**config.mk**
```make
export PLATFORM = sky130hd
export DESIGN_NAME = uart_rx_decimal
export DESIGN_NICKNAME = d
export VERILOG_FILES = /design/src/rtl/uart_pkg.sv /design/src/rtl/uart_rx_core.sv /design/src/rtl/uart_rx_decimal.sv
export SDC_FILE = /design/constraint.sdc
export NUM_CORES = 1
export LEC_CHECK = 0
export ABC_AREA = 1
export CORE_MARGIN = 4
export CORE_UTILIZATION = 30
export CTS_CLUSTER_DIAMETER = 50
export CTS_CLUSTER_SIZE = 12
export DETAILED_ROUTE_END_ITERATION = 10
export GPL_TIMING_DRIVEN = 0
export PLACE_DENSITY = 0.43
export SYNTH_ARGS = -nofsm -noshare
export SYNTH_HDL_FRONTEND = slang
export SYNTH_SLANG_ARGS = --single-unit
```
**constraint.sdc**
```tcl
create_clock -name clk -period 2.5 [get_ports clk]
set_input_delay 0.5 -clock clk [delete_from_list [all_inputs] [get_ports clk]]
set_output_delay 0.5 -clock clk [all_outputs]
set_load 0.01 [all_outputs]
```
**src/rtl/uart_pkg.sv**
```systemverilog
// Shared constants and bit-FSM encoding for the decimal-line UART receiver.
// Optional macro UART_RX_CR_IGNORE_EN is consumed by uart_rx_decimal.
package uart_pkg;

    localparam logic [7:0] ASCII_0  = 8'h30;
    localparam logic [7:0] ASCII_9  = 8'h39;
    localparam logic [7:0] ASCII_LF = 8'h0A;
    localparam logic [7:0] ASCII_CR = 8'h0D;

    localparam int MAX_DIGITS = 3;

    // ST_BREAK parks the receiver after a bad stop bit until the line returns high.
    typedef enum logic [2:0] {
        ST_IDLE,
        ST_START,
        ST_DATA,
        ST_STOP,
        ST_BREAK
    } rx_state_t;

    function automatic logic is_digit(input logic [7:0] b);
        return (b >= ASCII_0) && (b <= ASCII_9);
    endfunction

endpackage

```
**src/rtl/uart_rx_core.sv**
```systemverilog
// 8N1 bit-level receiver: 2-FF synchronizer plus mid-bit sampling FSM.
// Emits one-cycle byte_rdy on a good stop bit, frame_err on a bad one.
module uart_rx_core
    import uart_pkg::*;
#(
    parameter int CLKS_PER_BIT = 1250
) (
    input  logic       clk,
    input  logic       rst,
    input  logic       rx,
    output logic [7:0] rx_byte,
    output logic       byte_rdy,
    output logic       frame_err
);

    localparam int CW = $clog2(CLKS_PER_BIT);
    localparam logic [CW-1:0] HALF = CW'((CLKS_PER_BIT - 1) / 2);
    localparam logic [CW-1:0] FULL = CW'(CLKS_PER_BIT - 1);

    logic          rx_meta_reg;
    logic          rx_s_reg;
    rx_state_t     state_reg;
    logic [CW-1:0] cnt_reg;
    logic [2:0]    bit_idx_reg;
    logic [7:0]    shift_reg;

    assign rx_byte = shift_reg;

    always_ff @(posedge clk or posedge rst) begin
        if (rst) begin
            rx_meta_reg <= 1'b1;
            rx_s_reg    <= 1'b1;
            state_reg   <= ST_IDLE;
            cnt_reg     <= '0;
            bit_idx_reg <= '0;
            shift_reg   <= '0;
            byte_rdy    <= 1'b0;
            frame_err   <= 1'b0;
        end else begin
            rx_meta_reg <= rx;
            rx_s_reg    <= rx_meta_reg;
            byte_rdy    <= 1'b0;
            frame_err   <= 1'b0;
            case (state_reg)
                ST_IDLE: begin
                    if (!rx_s_reg) begin
                        state_reg <= ST_START;
                        cnt_reg   <= '0;
                    end
                end
                ST_START: begin
                    // Re-check at mid start bit; a high here was a glitch.
                    if (cnt_reg == HALF) begin
                        cnt_reg     <= '0;
                        bit_idx_reg <= '0;
                        state_reg   <= rx_s_reg ? ST_IDLE : ST_DATA;
                    end else begin
                        cnt_reg <= cnt_reg + CW'(1);
                    end
                end
                ST_DATA: begin
                    if (cnt_reg == FULL) begin
                        cnt_reg     <= '0;
                        shift_reg   <= {rx_s_reg, shift_reg[7:1]};
                        bit_idx_reg <= bit_idx_reg + 3'd1;
                        if (bit_idx_reg == 3'd7) begin
                            state_reg <= ST_STOP;
                        end
                    end else begin
                        cnt_reg <= cnt_reg + CW'(1);
                    end
                end
                ST_STOP: begin
                    if (cnt_reg == FULL) begin
                        cnt_reg <= '0;
                        if (rx_s_reg) begin
                            byte_rdy  <= 1'b1;
                            state_reg <= ST_IDLE;
                        end else begin
                            frame_err <= 1'b1;
                            state_reg <= ST_BREAK;
                        end
                    end else begin
                        cnt_reg <= cnt_reg + CW'(1);
                    end
                end
                ST_BREAK: begin
                    if (rx_s_reg) begin
                        state_reg <= ST_IDLE;
                    end
                end
                default: state_reg <= ST_IDLE;
            endcase
        end
    end

endmodule

```
**src/rtl/uart_rx_decimal.sv**
```systemverilog
// UART receiver for ASCII decimal lines ("123\n"); pulses the decoded 8-bit value.
// Define UART_RX_CR_IGNORE_EN to drop CR bytes so CRLF-terminated lines are accepted.
module uart_rx_decimal
    import uart_pkg::*;
#(
    parameter int CLK_FREQ     = 12000000,
    parameter int BAUD_RATE    = 9600,
    parameter int CLKS_PER_BIT = CLK_FREQ / BAUD_RATE
) (
    input  logic       clk,
    input  logic       rst,
    input  logic       rx,
    output logic [7:0] data_out,
    output logic       data_valid,
    output logic       frame_err,
    output logic       fmt_err
);

    logic [7:0] rx_byte;
    logic       byte_rdy;
    logic       core_frame_err;

    uart_rx_core #(
        .CLKS_PER_BIT(CLKS_PER_BIT)
    ) u_core (
        .clk      (clk),
        .rst      (rst),
        .rx       (rx),
        .rx_byte  (rx_byte),
        .byte_rdy (byte_rdy),
        .frame_err(core_frame_err)
    );

    logic [9:0] acc_reg;
    logic [1:0] cnt_reg;
    logic       bad_reg;
    logic [9:0] acc_next;
    logic       cr_drop;

    // Low nibble of '0'..'9' is the digit value itself.
    assign acc_next = (acc_reg << 3) + (acc_reg << 1) + {6'd0, rx_byte[3:0]};

`ifdef UART_RX_CR_IGNORE_EN
    assign cr_drop = (rx_byte == ASCII_CR);
`else
    assign cr_drop = 1'b0;
`endif

    always_ff @(posedge clk or posedge rst) begin
        if (rst) begin
            data_out   <= '0;
            data_valid <= 1'b0;
            frame_err  <= 1'b0;
            fmt_err    <= 1'b0;
            acc_reg    <= '0;
            cnt_reg    <= '0;
            bad_reg    <= 1'b0;
        end else begin
            data_valid <= 1'b0;
            fmt_err    <= 1'b0;
            frame_err  <= core_frame_err;
            if (core_frame_err) begin
                bad_reg <= 1'b1;
            end else if (byte_rdy) begin
                if (is_digit(rx_byte)) begin
                    if (cnt_reg == 2'(MAX_DIGITS)) begin
                        bad_reg <= 1'b1;
                    end else begin
                        acc_reg <= acc_next;
                        cnt_reg <= cnt_reg + 2'd1;
                    end
                end else if (rx_byte == ASCII_LF) begin
                    // A bare LF on a clean line is just an empty line.
                    if (!(cnt_reg == 2'd0 && !bad_reg)) begin
                        if (bad_reg || acc_reg > 10'd255) begin
                            fmt_err <= 1'b1;
                        end else begin
                            data_out   <= acc_reg[7:0];
                            data_valid <= 1'b1;
                        end
                    end
                    acc_reg <= '0;
                    cnt_reg <= '0;
                    bad_reg <= 1'b0;
                end else if (!cr_drop) begin
                    bad_reg <= 1'b1;
                end
            end
        end
    end

endmodule
```
==> metrics.md, run 1 <==
| Metric | Value |
|---|---|
| Outcome | complete, no violations |
| Vias in the first global route | 2433 |
| Gates resized, CTS repair | 0 |
| Slew Viols, Final | 0 |
| Slowest stage cell, crit path | fa_1 |
| Routed WL | 6190 um |
| Buffer count from post-CTS setup fixing | 0 |
| Layout Nets | 434 |
| Root Driver | clkbuf_8 |
| Crit-path max FO | 4 |
| Clock skew | 13.1 ps |
| Fmax | 0.479 GHz |
| Synth async-reset ratio | 100% |
| Max-cap violation count | 0 |
| Worst hold path class | register to register |
| Core area | 9910 um2 |
| Initial antenna violation count | 0 |
| Largest family of logic cells by synthesized area | simple AND/OR/NAND/NOR gates |
| Row cnt | 36 |
| Warnings from Yosys | 0 |
| Commonest non-fill, non-tap cell in the layout | nand2_1 |
| Detailed Place HPWL | 4790 um |
| Largest register FFs | 11 |
| First-pass DRT Iterations | 4 |
| Height of the chip | 110 um |
| Final total power | 1.38 mW |
| CP max stage delay | 500 ps |
| Synth Area in XOR/XNOR | 1.42% |
| Share of layout cells above drive strength 1 | 11.0% |
| Headroom to the max-slew limit | 57.6% |
| Syn avg cell area | 7.99 um2 |
| WL per Instance | 11.4 um |
| Input/output buffers | 13 |
| GR Overflow Total | 0 |
| CTS buffer count | 5 |
| DR iter-0 viols | 74 |
| Worst-Skew Late Latency | 310 ps |
| Vias post-DR | 2372 |
| GP Congestion | 0.787 |
| Synth Cell Area | 3090 um2 |
| Syn Inst Count | 387 |
| Period utilisation layout | 83.5% |
| Max IR drop VDD | 213 uV |
| DRC | 0 |
| Clock Path Buffers | 2 |
| PwrDens | 396 nW/um2 |
| Clock-pin slew on the worst setup and hold paths | 110 ps |
| Hold buffers post-CTS | 0 |
| # diodes | 0 |
| TritonCTS Sinks | 53 |
| Worst path bufs/invs | 2 |
| Final ANT Viol Nets | 0 |
| Synthesized Nets | 413 |
| Period minus WS final | 2090 ps |
| Endpoints failing hold | 0 |
| Leak | 1.91 nW |
| Multi-input gate area | 1480 um2 |
| Worst-path cell chain | inv_1 > fa_1 > inv_1 > fa_1 > nand4_1 > nand3_1 > nand2_1 > nand2_1 > nand2_1 > nand2_1 |
| Top layer in use | met4 |
| EDFF count, synth | 0 |
| CTS tree | done |
| Worst Path Required | 2710 ps |
| Register bit total from synthesis | 53 |
| Worst Tran Pin Value | 635 ps |
| Register area | 1330 um2 |
| H-tree depth | 2 |
| Gr usage total | 11.8% |
| Pin count of the biggest net entering global routing | 30 |
| CP Data Arrival Time | 2300 ps |
| Post-synthesis mux area share | 0% |
| Final Util | 35.3% |
| IO Pins | 14 |
| Initial core utilization | 31.2% |
| Post-Synth Adder-Cell Area | 9.79% |
| DR WL met3 | 140 um |
| Layout Area Growth over Synthesis | 13.1% |
| Sequential area share after synthesis | 43.0% |
| Post-synthesis compound-gate area fraction | 8.17% |
| Leading cell types in the layout, fill and taps excluded | nand2_1, inv_1, dfrtp_1 |
| Met2 wire len | 2960 um |
| Vias/cell | 4.38 |
| Most frequent CP cell | nand2_1 |
| Synth Flop Type | dfrtp_1 |
| Worst setup SP type | register |
| Die ar. | 12000 um2 |
| First-pass GRT wire length | 11200 um |
| Critical path class | register to register |
| Top delay family on crit path | adder cells |
| Filler cells | 1069 |
| Die width | 110 um |
| Distinct cells, synth | 37 |
| RSZ-0062 raised after global routing | no |
| Endpoints failing setup | 0 |
| Simple-gate share of the synthesized area | 28.6% |
| CP Capture Type | register |
| Met1 Wirelength | 3050 um |
[layout make-up]
cell class | instances | share of cell area, %
repair buffers | 14 | 4.29
plain buffers | 4 | 1.11
well taps | 133 | 4.76
clock inverters | 2 | 0.429
multi-input cells | 267 | 42.4
flip-flops and latches | 53 | 38.0
clock buffers | 6 | 2.08
inverters | 63 | 6.91
[power breakdown]
part / switching [mW] / internal (mW) / total (mW) / leakage [nW]
logic: 0.0193 / 0.00651 / 0.0258 / 1.15
clock network: 0.300 / 0.198 / 0.498 / 0.0374
registers: 0.00116 / 0.860 / 0.861 / 0.719
[synthesized netlist by cell type, types with 3 or more instances]
cell | count | area (um2)
a21oi_1 | 6 | 30.0
buf_6 | 3 | 33.8
dfrtp_1 | 51 | 1280
ha_1 | 21 | 263
inv_1 | 56 | 210
inv_2 | 5 | 18.8
nand2_1 | 117 | 439
nand2_2 | 3 | 18.8
nand3_1 | 15 | 75.1
nand4_1 | 9 | 56.3
nor2_1 | 33 | 124
nor2_2 | 4 | 25.0
nor3_1 | 3 | 15.0
o21ai_0 | 8 | 40.0
o21ai_1 | 16 | 80.1
o21ai_2 | 7 | 61.3
xnor2_1 | 3 | 26.3
[logic make-up (layout without fill, tap and decap cells)]
family	Yosys count	count (layout)
buffers and inverters	67	89
AOI/OAI and AO/OA	42	42
and+or+nand+nor	197	197
xor gates and xnor gates	5	5
adders and majority gates	23	23
DFF	53	53
[layer usage]
layer  GRT usage (%)  vias up
li1                -     1256
met1            15.2     1093
met4            2.40        0
met3            2.11        5
met5               0        -
met2            20.6       18
[per-stage QoR]
stage	instance area (um2)	setup TNS [ps]	instances	setup slack (ps)	hold slack, ps
after detailed placement	3410	0	534	426	348
after global routing	3500	0	542	284	368
after floorplan	3090	0	387	573	345
after global placement	3390	-25760	533	-509	347
final	3500	0	542	413	361
after CTS	3500	0	542	404	364
[final timing paths]
path,from,endpoint,slack (ps),cells after the start
min reg2reg,u_core.rx_meta_reg$_DFF_PP1_,u_core.rx_s_reg$_DFF_PP1_,360,0
max,acc_reg[0]$_DFFE_PP0P_,acc_reg[8]$_DFFE_PP0P_,410,10
min,u_core.rx_meta_reg$_DFF_PP1_,u_core.rx_s_reg$_DFF_PP1_,360,0
max in group asynchronous,rst,cnt_reg[0]$_DFFE_PP0P_,1350,3
min in group asynchronous,rst,u_core.cnt_reg[7]$_DFFE_PP0P_,590,2
max reg2reg,acc_reg[0]$_DFFE_PP0P_,acc_reg[8]$_DFFE_PP0P_,410,10
Power figures use the tool's default switching activity.
==> run 2: changes to the inputs <==
--- a/config.mk
+++ b/config.mk
@@ -12,7 +12,7 @@
 export CTS_CLUSTER_SIZE = 12
 export DETAILED_ROUTE_END_ITERATION = 10
 export GPL_TIMING_DRIVEN = 0
-export PLACE_DENSITY = 0.43
+export PLACE_DENSITY = 0.45
 export SYNTH_ARGS = -nofsm -noshare
 export SYNTH_HDL_FRONTEND = slang
 export SYNTH_SLANG_ARGS = --single-unit
==> constraint.sdc (replaced) <==
create_clock -name clk -period 1.8 [get_ports clk]
set_input_delay 0.36 -clock clk [delete_from_list [all_inputs] [get_ports clk]]
set_output_delay 0.36 -clock clk [all_outputs]
set_load 0.01 [all_outputs]
==> metrics.md, run 2 (synthesis gave the netlist of run 1 again) <==
| Metric | Value |
|---|---|
| Outcome | finished with violations |
| Failing checks | negative setup slack |
| CP max stage delay | 540 ps (+40 ps) |
| DRC | 0 (unchanged) |
| Worst-path cell chain | inv_2 > fa_1 > inv_2 > fa_2 > nand3_2 > nand2_1 > xnor2_1 > o21ai_1 |
| Die ar. | 12000 um2 (unchanged) |
| Worst hold margin | 331 ps (-29.6 ps) |
| Detailed Place HPWL | 4730 um (-1.2%) |
| Reg2reg start | acc_reg[2]$_DFFE_PP0P_ |
| Clock-pin slew on the worst setup and hold paths | 100 ps (about the same) |
| TritonCTS Sinks | 53 (unchanged) |
| Switching share of power | 20.8% (-2.3 points) |
| Slowest stage cell, crit path | fa_1 |
| RSZ-0062 raised after global routing | yes |
| CTS buffer count | 5 (unchanged) |
| PnR worst setup slack | -112 ps (-525 ps) |
| Leading cell types in the layout, fill and taps excluded | nand2_1, inv_1, dfrtp_1 |
| CP Capture Type | register |
| Pin count of the biggest net entering global routing | 41 (+37%) |
| Post-Layout Cell Count | 551 (+1.7%) |
| Worst hold path class | primary input to async pin |
| Height of the chip | 110 um (unchanged) |
| R2R setup slack | -110 ps (-520 ps) |
| Max-cap violation count | 0 (unchanged) |
| IO Pins | 14 (unchanged) |
| Vias in the first global route | 2425 (-0.33%) |
| Sequential cell fraction of total power | 57.1% (-5.1 points) |
| Vias post-DR | 2447 (+3.2%) |
| Commonest non-fill, non-tap cell in the layout | nand2_1 |
| Worst-Skew Late Latency | 300 ps (about the same) |
| DR iter-0 viols | 80 (+8.1%) |
| First-pass DRT Iterations | 4 (unchanged) |
| Worst Path Required | 1990 ps (-720 ps) |
| Internal power | 1.66 mW (+56%) |
| PwrDens | 566 nW/um2 (+43%) |
| Filler cells | 1066 (-0.28%) |
| Core area | 9910 um2 (unchanged) |
| Cell area after layout | 3690 um2 (+5.7%) |
| Hold buffers post-CTS | 0 (unchanged) |
| Crit-path max FO | 3 (-1) |
| Layout Nets | 443 (+2.1%) |
| Slew Viols, Final | 0 (unchanged) |
| Worst Tran Pin Value | 446 ps (-189 ps) |
| GP Congestion | 0.799 (+1.6%) |
| Power share of the combinational group | 1.8% (about the same) |
| Net switching power | 0.435 mW (+36%) |
| Critical path class | register to register |
| CTS tree | done |
| WL per Instance | 11.4 um (+0.12%) |
| Final ANT Viol Nets | 0 (unchanged) |
| Share of layout cells above drive strength 1 | 17.0% (+6.0 points) |
| Routed WL | 6300 um (+1.8%) |
| Inst Count DP | 534 (unchanged) |
| Most frequent CP cell | inv_2 |
| GR Overflow Total | 0 (unchanged) |
| Fin Setup TNS | -531 ps (-531 ps) |
| Layout Area Growth over Synthesis | 19.5% |
| Endpoints failing setup | 6 (+6) |
| Largest register FFs | 11 (unchanged) |
| Endpoints failing hold | 0 (unchanged) |
| Gr usage total | 11.7% (-0.078 points) |
| Initial core utilization | 31.2% (unchanged) |
| CP Data Arrival Time | 2110 ps (-190 ps) |
| Input/output buffers | 13 (unchanged) |
| Place WS | -200 ps (-625 ps) |
| Period utilisation layout | 106% (+23 points) |
| R2R cell count | 8 (-2) |
| Leak | 1.97 nW (+3.5%) |
| Worst setup SP type | register |
| Root Driver | clkbuf_8 |
| Area after DPL | 3450 um2 (+1.4%) |
| Final Util | 37.3% (+2.0 points) |
| Clock group share of total power | 41.0% (+5.0 points) |
| Vias/cell | 4.44 (+1.5%) |
| Clock Path Buffers | 2 (unchanged) |
| Row cnt | 36 (unchanged) |
| Fmax | 0.523 GHz (+9.2%) |
| Final total power | 2.09 mW (+51%) |
| H-tree depth | 2 (unchanged) |
| Initial antenna violation count | 0 (unchanged) |
| # diodes | 0 (unchanged) |
| First-pass GRT wire length | 11200 um (-0.13%) |
| Headroom to the max-slew limit | 70.0% (+12 points) |
| Clock skew | 5.91 ps (-7.21 ps) |
| Max IR drop VDD | 290 uV (+36%) |
| Die width | 110 um (unchanged) |
| R2r endpoint | acc_reg[6]$_DFFE_PP0P_ |
| Period minus WS final | 1910 ps (-175 ps) |
-- run 2: critical path, delay by kind of cell (launching register included) --
family,cells,cell delay (ps)
AOI/OAI and AO/OA,1,80
xor gates and xnor gates,1,170
adders and majority gates,2,900
buffers and inverters,2,110
DFF,1,400
and+or+nand+nor,2,140
-- run 2: metal layers --
| metal | part of all wire, % | track usage, % |
|---|---|---|
| met1 | 48 | 14.9 |
| met2 | 48 | 20.7 |
| met3 | 3.0 | 2.11 |
| met4 | 0.78 | 2.40 |
| met5 | 0 | 0 |
-- run 2: repair_timing --
item	in CTS	in global routing
pin swaps	5	6
buffers inserted	7	2
setup endpoints to repair	6	6
resized for setup	9	3
-- run 2: worst max-delay path by stage --
stage / from / end / slack (ps)
global placement: rst / acc_reg[2]$_DFFE_PP0P_ / -1020
global route: acc_reg[2]$_DFFE_PP0P_ / acc_reg[8]$_DFFE_PP0P_ / -260
detailed placement: acc_reg[2]$_DFFE_PP0P_ / acc_reg[8]$_DFFE_PP0P_ / -200
finish: acc_reg[2]$_DFFE_PP0P_ / acc_reg[6]$_DFFE_PP0P_ / -110
CTS: acc_reg[2]$_DFFE_PP0P_ / acc_reg[8]$_DFFE_PP0P_ / -130
floorplan: acc_reg[2]$_DFFE_PP0P_ / acc_reg[8]$_DFFE_PP0P_ / -30
-- run 2: power by group through the flow --
stage	Sequential (mW)	Clock, mW	Combinational [mW]
global route	1.20	0.961	0.0456
global placement	1.22	0	0.0337
floorplan	1.22	0	0.0198
finish	1.20	0.858	0.0387
CTS	1.20	0.912	0.0419
detailed placement	1.22	0	0.0421
-- run 2: layout make-up --
cell class,instances,area (um2),share of cell area (%)
tap,133,166,4.50
multi-input combinational,267,1570,42.5
timing repair buffer,23,229,6.20
clock inverter,2,37.5,1.02
buffer,4,38.8,1.05
inverter,63,241,6.54
clock buffer,6,82.6,2.24
sequential,53,1330,36.0
==> run 3: changes to the inputs <==
--- a/config.mk
+++ b/config.mk
@@ -6,7 +6,7 @@
 export NUM_CORES = 1
 export LEC_CHECK = 0
 export ABC_AREA = 1
-export CORE_MARGIN = 4
+export CORE_MARGIN = 8
 export CORE_UTILIZATION = 30
 export CTS_CLUSTER_DIAMETER = 50
 export CTS_CLUSTER_SIZE = 12
==> metrics.md, run 3 (synthesis gave the netlist of run 1 again) <==
| Metric | Value |
|---|---|
| Outcome | finished with violations |
| Failing checks | negative setup slack |
| Vias in the first global route | 2425 (unchanged) |
| DRC | 0 (unchanged) |
| Register area | 1330 um2 (unchanged) |
| PnR worst setup slack | -121 ps (-9.43 ps) |
| Period minus WS final | 1920 ps (+9.43 ps) |
| PwrDens | 522 nW/um2 (-7.8%) |
| Worst hold path class | register to register |
| Gr usage total | 9.78% (-1.9 points) |
| GP Congestion | 0.791 (-1.1%) |
| Max IR drop VDD | 259 uV (-11%) |
| Worst Tran Pin Value | 610 ps (+164 ps) |
| Clock Path Buffers | 2 (unchanged) |
| Pin count of the biggest net entering global routing | 28 (-32%) |
| Share of layout cells above drive strength 1 | 16.6% (-0.36 points) |
| Height of the chip | 118 um (+7.3%) |
| Vias/cell | 4.38 (-1.4%) |
| First-pass GRT wire length | 11400 um (+2.3%) |
| Root Driver | clkbuf_8 |
| Max-cap violation count | 0 (unchanged) |
| CTS tree | done |
| IO Pins | 14 (unchanged) |
| Endpoints failing hold | 0 (unchanged) |
| CP Data Arrival Time | 2130 ps (+20 ps) |
| Endpoints failing setup | 6 (unchanged) |
| TritonCTS Sinks | 53 (unchanged) |
| Worst-path cell chain | inv_2 > fa_1 > inv_2 > fa_2 > nand4_1 > nand3_1 > nand2_1 > nand2_1 > nand2_1 > nand2_1 |
| Slew Viols, Final | 0 (unchanged) |
| Leak | 1.93 nW (-2.1%) |
| Worst-Skew Late Latency | 300 ps (about the same) |
| Multi-input gate area | 1580 um2 (+0.96%) |
| Slowest stage cell, crit path | fa_1 |
| WL per Instance | 11.5 um (+0.49%) |
| Vias post-DR | 2412 (-1.4%) |
| First-pass DRT Iterations | 4 (unchanged) |
| Place WS | -204 ps (-4.11 ps) |
| RSZ-0062 raised after global routing | yes |
| Leading cell types in the layout, fill and taps excluded | nand2_1, inv_1, dfrtp_1 |
| Final ANT Viol Nets | 0 (unchanged) |
| Final total power | 1.90 mW (-9.1%) |
| Detailed Place HPWL | 4800 um (+1.5%) |
| Row cnt | 37 (+2.8%) |
| Filler cells | 1111 (+4.2%) |
| Layout Area Growth over Synthesis | 17.8% |
| Cell area after layout | 3640 um2 (-1.4%) |
| Area after DPL | 3450 um2 (-0.11%) |
| CTS buffer count | 5 (unchanged) |
| Crit-path max FO | 3 (unchanged) |
| Initial core utilization | 30.4% (-0.84 points) |
| CP max stage delay | 550 ps (about the same) |
| Worst path bufs/invs | 2 (unchanged) |
| Core area | 10200 um2 (+2.8%) |
| Period utilisation layout | 107% (+0.52 points) |
| Input/output buffers | 13 (unchanged) |
| Worst setup SP type | register |
| Clock-pin slew on the worst setup and hold paths | 100 ps (about the same) |
| Fmax | 0.521 GHz (-0.49%) |
| Initial antenna violation count | 0 (unchanged) |
| Clock skew | 9.69 ps (+3.78 ps) |
| Die width | 118 um (+7.3%) |
| H-tree depth | 2 (unchanged) |
| Largest register FFs | 11 (unchanged) |
| Top delay family on crit path | adder cells |
| Commonest non-fill, non-tap cell in the layout | nand2_1 |
| CP Capture Type | register |
| Layout Nets | 440 (-0.68%) |
| Routed WL | 6330 um (+0.49%) |
| GR Overflow Total | 0 (unchanged) |
| Critical path class | register to register |
| Most frequent CP cell | nand2_1 |
| Hold buffers post-CTS | 0 (unchanged) |
| DR iter-0 viols | 66 (-18%) |
| Worst Path Required | 2010 ps (+20 ps) |
| Headroom to the max-slew limit | 59.3% (-11 points) |
| Die ar. | 13800 um2 (+15%) |
| # diodes | 0 (unchanged) |
run 3: changes by cell type in the layout (fill, tap and decap cells not counted), sizes merged:
cell      before  now
clkinv         2    4
buf           14   11
clkinvlp       1    0
bufinv         1    0
run 3: area by class of cell:
| type | instances | area share, % |
|---|---|---|
| Multi-Input combinational cell | 267 | 43.5 |
| Sequential cell | 53 | 36.5 |
| Inverter | 63 | 6.63 |
| Timing Repair Buffer | 20 | 5.36 |
| Tap cell | 136 | 4.67 |
| Clock buffer | 6 | 1.99 |
| Buffer | 4 | 1.06 |
| Clock inverter | 2 | 0.275 |
run 3: per-layer routing:
layer	GRT usage, %	share of wire (%)	vias to the layer above
li1	-	-	1276
met1	12.2	48	1110
met2	16.6	48	20
met3	2.06	2.5	6
met4	2.96	1.2	0
met5	0	0	-
run 3: through the flow:
step | instances | hold WS, ps | setup TNS (ps) | util, %
2_1_floorplan | 387 | 345 | -53.9 | -
3_3_place_gp | 536 | 348 | -54920 | 33.7
3_5_place_dp | 537 | 353 | -892 | 33.9
4_1_cts | 549 | 367 | -516 | 35.1
5_1_grt | 551 | 372 | -1250 | 35.8
6_report | 551 | 364 | -573 | 35.8
run 3: worst paths after layout:
kind / startpoint / slack, ps / endpoint / cells after the start
worst max-delay path: acc_reg[2]$_DFFE_PP0P_ / -120 / acc_reg[8]$_DFFE_PP0P_ / 10
worst min-delay path: u_core.rx_meta_reg$_DFF_PP1_ / 360 / u_core.rx_s_reg$_DFF_PP1_ / 0
worst max register to register: acc_reg[2]$_DFFE_PP0P_ / -120 / acc_reg[8]$_DFFE_PP0P_ / 10
worst min register to register: u_core.rx_meta_reg$_DFF_PP1_ / 360 / u_core.rx_s_reg$_DFF_PP1_ / 0
max in group asynchronous: rst / 720 / u_core.rx_meta_reg$_DFF_PP1_ / 3
min in group asynchronous: rst / 440 / u_core.cnt_reg[7]$_DFFE_PP0P_ / 2
run 3: timing repair:
action / 4_1_cts / 5_1_grt
endpoints found under the setup margin: 7 / 15
gates resized for setup: 4 / 8
pin swaps: 4 / 5
buffers inserted: 4 / 2
run 3: power breakdown:
group | switching (mW) | internal, mW | total (mW)
clock | 0.399 | 0.271 | 0.670
combinational | 0.0269 | 0.00904 | 0.0360
sequential | 0.00159 | 1.19 | 1.20
